--- config.mk ---
export PLATFORM = sky130hd
export DESIGN_NAME = ring_output_arbiter
export DESIGN_NICKNAME = d
export VERILOG_FILES = /design/src/rtl/ring_output_arbiter.sv
export SDC_FILE = /design/constraint.sdc
export NUM_CORES = 1
export LEC_CHECK = 0
export CAP_MARGIN = 20
export CORE_MARGIN = 8
export CORE_UTILIZATION = 54
export DETAILED_ROUTE_END_ITERATION = 10
export GPL_TIMING_DRIVEN = 0
export PLACE_DENSITY = 0.82
export SLEW_MARGIN = 20
export SYNTH_ARGS = -nofsm -noshare
export SYNTH_HDL_FRONTEND = slang
export SYNTH_SLANG_ARGS = --single-unit
--- constraint.sdc ---
create_clock -name clk -period 8 [get_ports clk]
set_clock_uncertainty 0.05 [all_clocks]
set_input_delay 1.2 -clock clk [delete_from_list [all_inputs] [get_ports clk]]
set_output_delay 1.2 -clock clk [all_outputs]
set_load 0.01 [all_outputs]
--- src/rtl/ring_output_arbiter.sv ---
// Output-port controller for one ring direction: two requesters fill per-VC one-flit
// buffers, and the buffered flit of the active VC goes out on the link.
// Optional grant/contention counters are enabled with `define ARB_GRANT_CNT_EN.
module ring_output_arbiter #(
    parameter int DATA_WIDTH       = 64,
    parameter int INITIAL_PRIORITY = 0
) (
    input  logic                  clk,
    input  logic                  reset,
    input  logic                  polarity,
    input  logic                  rq0_vld,
    input  logic                  rq0_vc,
    input  logic [DATA_WIDTH-1:0] rq0_data,
    input  logic                  rq1_vld,
    input  logic                  rq1_vc,
    input  logic [DATA_WIDTH-1:0] rq1_data,
    output logic                  gt0,
    output logic                  gt1,
    output logic                  so,
    output logic [DATA_WIDTH-1:0] dout,
    input  logic [1:0]            ri
`ifdef ARB_GRANT_CNT_EN
    ,
    output logic [15:0]           gnt_cnt0,
    output logic [15:0]           gnt_cnt1,
    output logic [15:0]           contention_cnt
`endif
);

    localparam logic INIT_PRIO = 1'(INITIAL_PRIORITY);

    logic [1:0]            ob_full;
    logic [DATA_WIDTH-1:0] ob_data [2];
    logic [1:0]            prio_v;

    logic tgt;
    logic snd;
    logic elig0;
    logic elig1;
    logic can_fill;
    logic contention;
    logic granted;

    // Fill the idle VC while the active VC drives the link.
    always_comb begin
        // NOTE: every output of this block is assigned a default first, so no path
        // leaves a value unassigned and no latch is inferred.
        gt0        = 1'b0;
        gt1        = 1'b0;
        tgt        = ~polarity;
        snd        = polarity;
        elig0      = rq0_vld && (rq0_vc == tgt);
        elig1      = rq1_vld && (rq1_vc == tgt);
        can_fill   = !reset && !ob_full[tgt];
        contention = elig0 && elig1;
        if (can_fill) begin
            if (contention) begin
                gt0 = (prio_v[tgt] == 1'b0);
                gt1 = (prio_v[tgt] == 1'b1);
            end else begin
                gt0 = elig0;
                gt1 = elig1;
            end
        end
        granted = gt0 || gt1;
    end

    always_ff @(posedge clk) begin
        // NOTE: sequential state uses non-blocking assignments so every register
        // samples the pre-edge values regardless of statement order.
        if (reset) begin
            ob_full    <= '0;
            // NOTE: the two flit buffers are cleared explicitly; they are a register
            // pair, not a RAM, so resetting them is cheap and keeps dout deterministic.
            ob_data[0] <= '0;
            ob_data[1] <= '0;
            so         <= 1'b0;
            dout       <= '0;
            prio_v     <= {2{INIT_PRIO}};
        end else begin
            so <= 1'b0;
            if (ob_full[snd] && ri[snd]) begin
                so           <= 1'b1;
                dout         <= ob_data[snd];
                ob_full[snd] <= 1'b0;
            end
            // snd and tgt always differ, so send and fill never touch the same buffer.
            if (granted) begin
                ob_full[tgt] <= 1'b1;
                ob_data[tgt] <= gt0 ? rq0_data : rq1_data;
            end
            // The loser of a contended grant takes priority; an uncontended cycle re-arms it.
            if (!contention) begin
                prio_v[tgt] <= INIT_PRIO;
            end else if (granted) begin
                prio_v[tgt] <= gt0;
            end
        end
    end

`ifdef ARB_GRANT_CNT_EN
    always_ff @(posedge clk) begin
        if (reset) begin
            gnt_cnt0       <= '0;
            gnt_cnt1       <= '0;
            contention_cnt <= '0;
        end else begin
            if (gt0 && gnt_cnt0 != 16'hFFFF) begin
                gnt_cnt0 <= gnt_cnt0 + 16'd1;
            end
            if (gt1 && gnt_cnt1 != 16'hFFFF) begin
                gnt_cnt1 <= gnt_cnt1 + 16'd1;
            end
            if (granted && contention && contention_cnt != 16'hFFFF) begin
                contention_cnt <= contention_cnt + 16'd1;
            end
        end
    end
`endif

endmodule
==> flow_summary.yaml, run 1 <==
outcome:
  status: "completed"
detailed_routing:
  drc: 0
  ant_nets: 0
  via_per_inst: 6.092
  firstDrtPassIters: 5
  post_drt_wl_per_cell_um: 22.25
  num_vias: 6415
  drt_iter0_drc: 460
  totalWireLength_um: 23430
place:
  port_buffers: 202
  dp_hpwl_um: 16520
  pre_cts_slack_ns: 3.219
  gp_congestion: 0.8575
  place_inst: 1021
  placed_cell_area_um2: 10720
sta:
  fin_crit_sh_pct: 59.47
  tightest_slew_ns: 1.064
  max-slew-margin-rel_pct: 28.94
  report.final.slew_viol_count: 0
  tns_ns: 0
  rsz0062_at_grt: "false"
  min_period_ns: 4.758
  setup_viol: 0
  fin_ws_ns: 3.242
  worst_hold_slack_ns: 0.4515
  report.final.hold_viol_count: 0
  fmax_mhz: 210.2
logic_synthesis:
  ys_seq_area_share_pct: 62.23
  avgSynthCellArea_um2: 13.35
  synth.top_cell.area_share_pct: 45.78
  synth.distinct_cells: 38
  syn_area_um2: 8397
  synth.largest_area_cell: "edfxtp_1"
  synth_enable_flop_cells: 128
  ys_ff_latch: 197
  synthTopCellsByArea: "edfxtp_1 (46%), dfxtp_1 (16%), a22o_1 (13%)"
  postSynth.asyncResetShare_pct: 0
  syn_inst: 629
  synth_flop_cell: "edfxtp_1"
  synth_fp_nets: 766
  ys_warn_count: 0
cells_and_area:
  area_growth_pct: 34.90
  n_antenna_cell: 0
  fillCellCount: 989
  num-nets-final: 989
  utilization_pct: 74.51
  drive_gt1_share_pct: 8.092
  instances_no_fill: 1053
  fin_area_um2: 11330
critical_path:
  cp_data_required_time_ns: 6.75
  arrival_ns: 3.51
  critPathCaptureType: "output pin"
  crit_fanout: 10
  cp-endpoint: "gt1"
  startpoint: "rq1_vc"
  worst-r2r-cell-count: 6
  cp-start-kind: "primary input"
  r2r_end: "ob_data[0][21]"
  path_class: "primary input to output pin"
  rrSetupSlack_ns: 5.23
  reg2reg_from: "ob_full[0]"
floorplanning:
  core_um2: 15200
  rows: 45
  dieWidth_um: 140.7
  dieArea_um2: 19800
  die_h_um: 140.7
  start_util_pct: 55.23
  ios: 204
clocking:
  cts_root_buf: "clkbuf_16"
  clock_latency_ns: 0.43
  cts_setup_buffers: 0
  cts_made_buffers: 17
  cts.clk_slew.worst_paths_ns: 0.06
  cts_buffer_depth: 2
  cts_resized: 0
  clock_sink_count: 197
  hold_buffers: 0
  cts_tree: "yes"
  htree_levels: 4
hold_path:
  hp-class: "flip-flop to flip-flop"
global_route:
  antenna_found_initial: 0
  track_usage_pct: 23.27
  grt_max_degree: 47
  overflow: 0
  grt_pass1_wl_um: 35800
  first_global_vias: 6562
power_and_ir_drop:
  cellPowerDensity_nw_per_um2: 203.6
  p_leak_nw: 4.145
  ir_worst_vdd_mv: 0.1677
  power.total_mw: 2.307
job:
  drv_cap: 0
-- worst min-delay path by stage --
stage | startpoint | end | cells after the start
detailed placement | dout[1] | dout[1] | 2
floorplan | ob_full[1] | ob_full[1] | 2
CTS | dout[1] | dout[1] | 2
global route | dout[1] | dout[1] | 2
finish | dout[52] | dout[52] | 2
global placement | dout[36] | dout[36] | 2
-- routing by layer --
metal | GRT usage [%] | vias up | wire (um)
met1 | 27.38 | 3145 | 9086
met4 | 10.12 | 0 | 633
li1 | - | 2949 | -
met2 | 40.47 | 282 | 12150
met5 | 0 | - | 0
met3 | 4.794 | 39 | 1564
-- worst max-delay path, stage by stage --
cell and delay [ns]:
clkdlybuf4s50_1 0.41, buf_2 0.19, or3b_2 0.47, a21oi_1 0.39, a21boi_0 0.24, clkdlybuf4s50_1 0.60
-- registers in the layout, summed over array words and instances, names as in the netlist --
name     cells
ob_full      2
dout        64
prio_v       2
so           1
ob_data    128
-- final cells by class --
class                   instances  area [um^2]  share of cell area (%)
flip-flops and latches        197         5225                   46.13
plain buffers                  59        309.0                   2.728
clock inverters                 6        88.84                  0.7843
clock buffers                  26        521.8                   4.606
repair buffers                204         2069                   18.27
multi-input cells             371         2870                   25.34
well taps                     188        235.2                   2.077
inverters                       2        7.507                 0.06628
-- cells by family (layout without fill, tap and decap cells) --
logic type             after synthesis  after routing  share of synthesized area (%)
multiplexers                        67             67                          8.046
AO/OA/AOI/OAI                      213            213                          20.98
flip-flops                         197            197                          62.23
AND/OR/NAND/NOR                     91             91                          4.977
buffers and inverters               61            297                          3.770
-- cell usage in the layout, fill, tap and decap left out, types with 2 or more instances in the layout --
cell type        count
edfxtp_1           128
a211oi_1            65
clkinv_4             2
mux2i_1             65
a31o_2               2
o22ai_1              2
nand3_1              2
a21oi_1              6
buf_6                8
clkbuf_1            28
clkdlybuf4s50_1    202
buf_1                6
or3b_2               2
o21ai_0              3
nor2_1              64
buf_2               22
clkbuf_16           19
inv_1                2
a22o_1             128
clkbuf_8             2
dfxtp_1             69
bufinv_16            2
nor3_1               2
nor2b_1              2
nand2_1              3
nand2b_1             6
-- power by group --
part,internal [mW],leakage [nW],switching [mW]
sequential,1.15,1.88,0.0219
clock,0.516,0.293,0.362
combinational,0.136,1.97,0.124
-- synthesized netlist by cell type (2+ instances only) --
cell type / number
nor2b_1: 2
or3b_2: 2
buf_2: 22
edfxtp_1: 128
inv_1: 2
nand3_1: 2
buf_1: 6
nand2_1: 3
dfxtp_1: 69
a211oi_1: 65
nand2b_1: 7
a21o_1: 2
clkbuf_1: 23
a22o_1: 128
o22ai_1: 2
nor2_1: 64
a21oi_1: 6
mux2i_1: 65
nor3_1: 2
buf_6: 8
o21ai_0: 3
a31o_2: 2
(Power assumes the default switching activity.)
==> run 2, diff against run 1 <==
CORE_UTILIZATION = 50   (was 54)
PLACE_DENSITY = 0.77   (was 0.82)
clock period = 4.43 ns   (was 8 ns; I/O delays follow)
==> run 2 against run 1 <==
  * Routed wire length decreased by 5.0%
  * Clock-buffer cell count down 9
  * Cell count rose by 3.2%
  * Critical path type unchanged
  * Combinational power grew 80%
==> flow_summary.yaml, run 2 (same netlist as run 1, synthesis figures left out) <==
power_and_ir_drop:
  internal-power_mw: 3.091
  switching_share_pct: 23.20
  p_clk_share_pct: 36.1
  p_switching_mw: 0.9340
  cellPowerDensity_nw_per_um2: 355.5
  ir_worst_vdd_mv: 0.2767
  p_comb_share_pct: 11.6
  p_leak_nw: 4.115
  p_seq_share_pct: 52.3
critical_path:
  crit_fanout: 10
  critPathCaptureType: "output pin"
  path_class: "primary input to output pin"
  reg2reg_from: "ob_full[0]"
  arrival_ns: 3.00
  cp_data_required_time_ns: 3.72
  cp-start-kind: "primary input"
  startpoint: "rq1_vc"
cells_and_area:
  final-seq-area_um2: 5225
  area_growth_pct: 34.85
  layout_common_cells: "clkdlybuf4s50_1 (202), a22o_1 (128), edfxtp_1 (128), dfxtp_1 (69)"
  fin_area_um2: 11320
  largest_reg_flops: 128
  num-nets-final: 989
  final_common_cell: "clkdlybuf4s50_1"
  drive_gt1_share_pct: 8.439
  top_regs: "ob_data x128, dout x64"
  multi_input_area_um2: 2870
  fillCellCount: 1165
  regMostFlops: "ob_data"
  utilization_pct: 68.52
hold_path:
  hp-class: "flip-flop to flip-flop"
  worstHoldStart: "dout[5]"
outcome:
  status: "completed"
place:
  pre_cts_slack_ns: 0.7372
  dp_hpwl_um: 16200
  port_buffers: 202
  placed_cell_area_um2: 10760
  gp_congestion: 0.8073
global_route:
  overflow: 0
  grt_max_degree: 49
  use_met2_pct: 34.79
  first_global_vias: 6586
  met3_usage_pct: 4.820
  antenna_found_initial: 2
  grt_pass1_wl_um: 34500
  grt_busiest_layer: "met2"
  track_usage_pct: 20.58
  grt_use_met1_pct: 24.51
sta:
  rsz0062_at_grt: "false"
  worst_hold_slack_ns: 0.4484
  tightest_slew_ns: 1.042
  max-slew-margin-rel_pct: 30.44
  setup_viol: 0
  report.final.hold_viol_count: 0
  report.final.slew_viol_count: 0
  min_period_ns: 3.714
  fin_crit_sh_pct: 83.84
  fmax_mhz: 269.3
  fin_ws_ns: 0.7161
detailed_routing:
  via_per_inst: 5.777
  num_vias: 6280
  ant_nets: 0
  drc: 0
  post_drt_wl_per_cell_um: 20.48
  totalWireLength_um: 22260
  drt_iter0_drc: 428
  firstDrtPassIters: 5
clocking:
  cts_made_buffers: 17
  htree_levels: 4
  clock_sink_count: 197
  clock_latency_ns: 0.43
  cts_setup_buffers: 0
  hold_buffers: 0
  cts_root_buf: "clkbuf_16"
  cts_tree: "yes"
  cts_buffer_depth: 2
  cts_resized: 0
  cts.clk_slew.worst_paths_ns: 0.07
floorplanning:
  dieWidth_um: 145.6
  core_um2: 16520
  ios: 204
  rows: 47
  dieArea_um2: 21200
  die_h_um: 145.6
  start_util_pct: 50.81
job:
  drv_cap: 0
==> run 2: changes by cell type in the layout (fill, tap and decap cells not counted), sizes merged <==
cell and delta:
clkinvlp +3, diode +2, clkbuf -9, inv +3, clkinv +4, bufinv -1
==> run 2: final cells by class <==
class | instances | area share [%]
antenna | 2 | 0.04420
buffer | 59 | 2.729
clock buffer | 17 | 3.757
clock inverter | 15 | 1.138
inverter | 2 | 0.06630
multi-input combinational | 371 | 25.35
sequential | 197 | 46.14
tap | 220 | 2.431
timing repair buffer | 204 | 18.34
==> run 2: routing by layer <==
layer / wire, um / vias to the layer above
met5: 0 / -
met1: 9166 / 3034
met3: 1399 / 40
met2: 11110 / 251
li1: - / 2955
met4: 583 / 0
==> run 2: stage by stage <==
| stage | TNS [ns] | instances | total power, mW |
|---|---|---|---|
| 3_5_place_dp | 0 | 1053 | 2.613 |
| 3_3_place_gp | -76.30 | 1051 | 2.592 |
| 2_1_floorplan | 0 | 629 | 2.346 |
| 5_1_grt | 0 | 1087 | 4.143 |
| 4_1_cts | 0 | 1085 | 4.032 |
| 6_report | 0 | 1087 | 4.025 |
==> run 2: worst max-delay path: stages <==
cell             delay, ns
clkdlybuf4s50_1       0.41
buf_2                 0.19
or3b_2                0.48
a21oi_1               0.40
a21boi_0              0.25
clkdlybuf4s50_1       0.61
==> run 2: worst paths after layout <==
kind,slack [ns],to,depth (start not counted)
setup reg to reg,1.72,ob_data[0][7],6
hold reg to reg,0.45,dout[5],2
hold / removal,0.45,dout[5],2
setup / recovery,0.72,gt1,6
==> run 2: power groups by stage <==
stage | clock network, mW | registers [mW] | logic [mW]
final | 1.45 | 2.11 | 0.468
after floorplan | 0 | 2.15 | 0.196
after CTS | 1.46 | 2.11 | 0.468
after detailed placement | 0 | 2.15 | 0.466
after global routing | 1.53 | 2.11 | 0.500
after global placement | 0 | 2.15 | 0.444
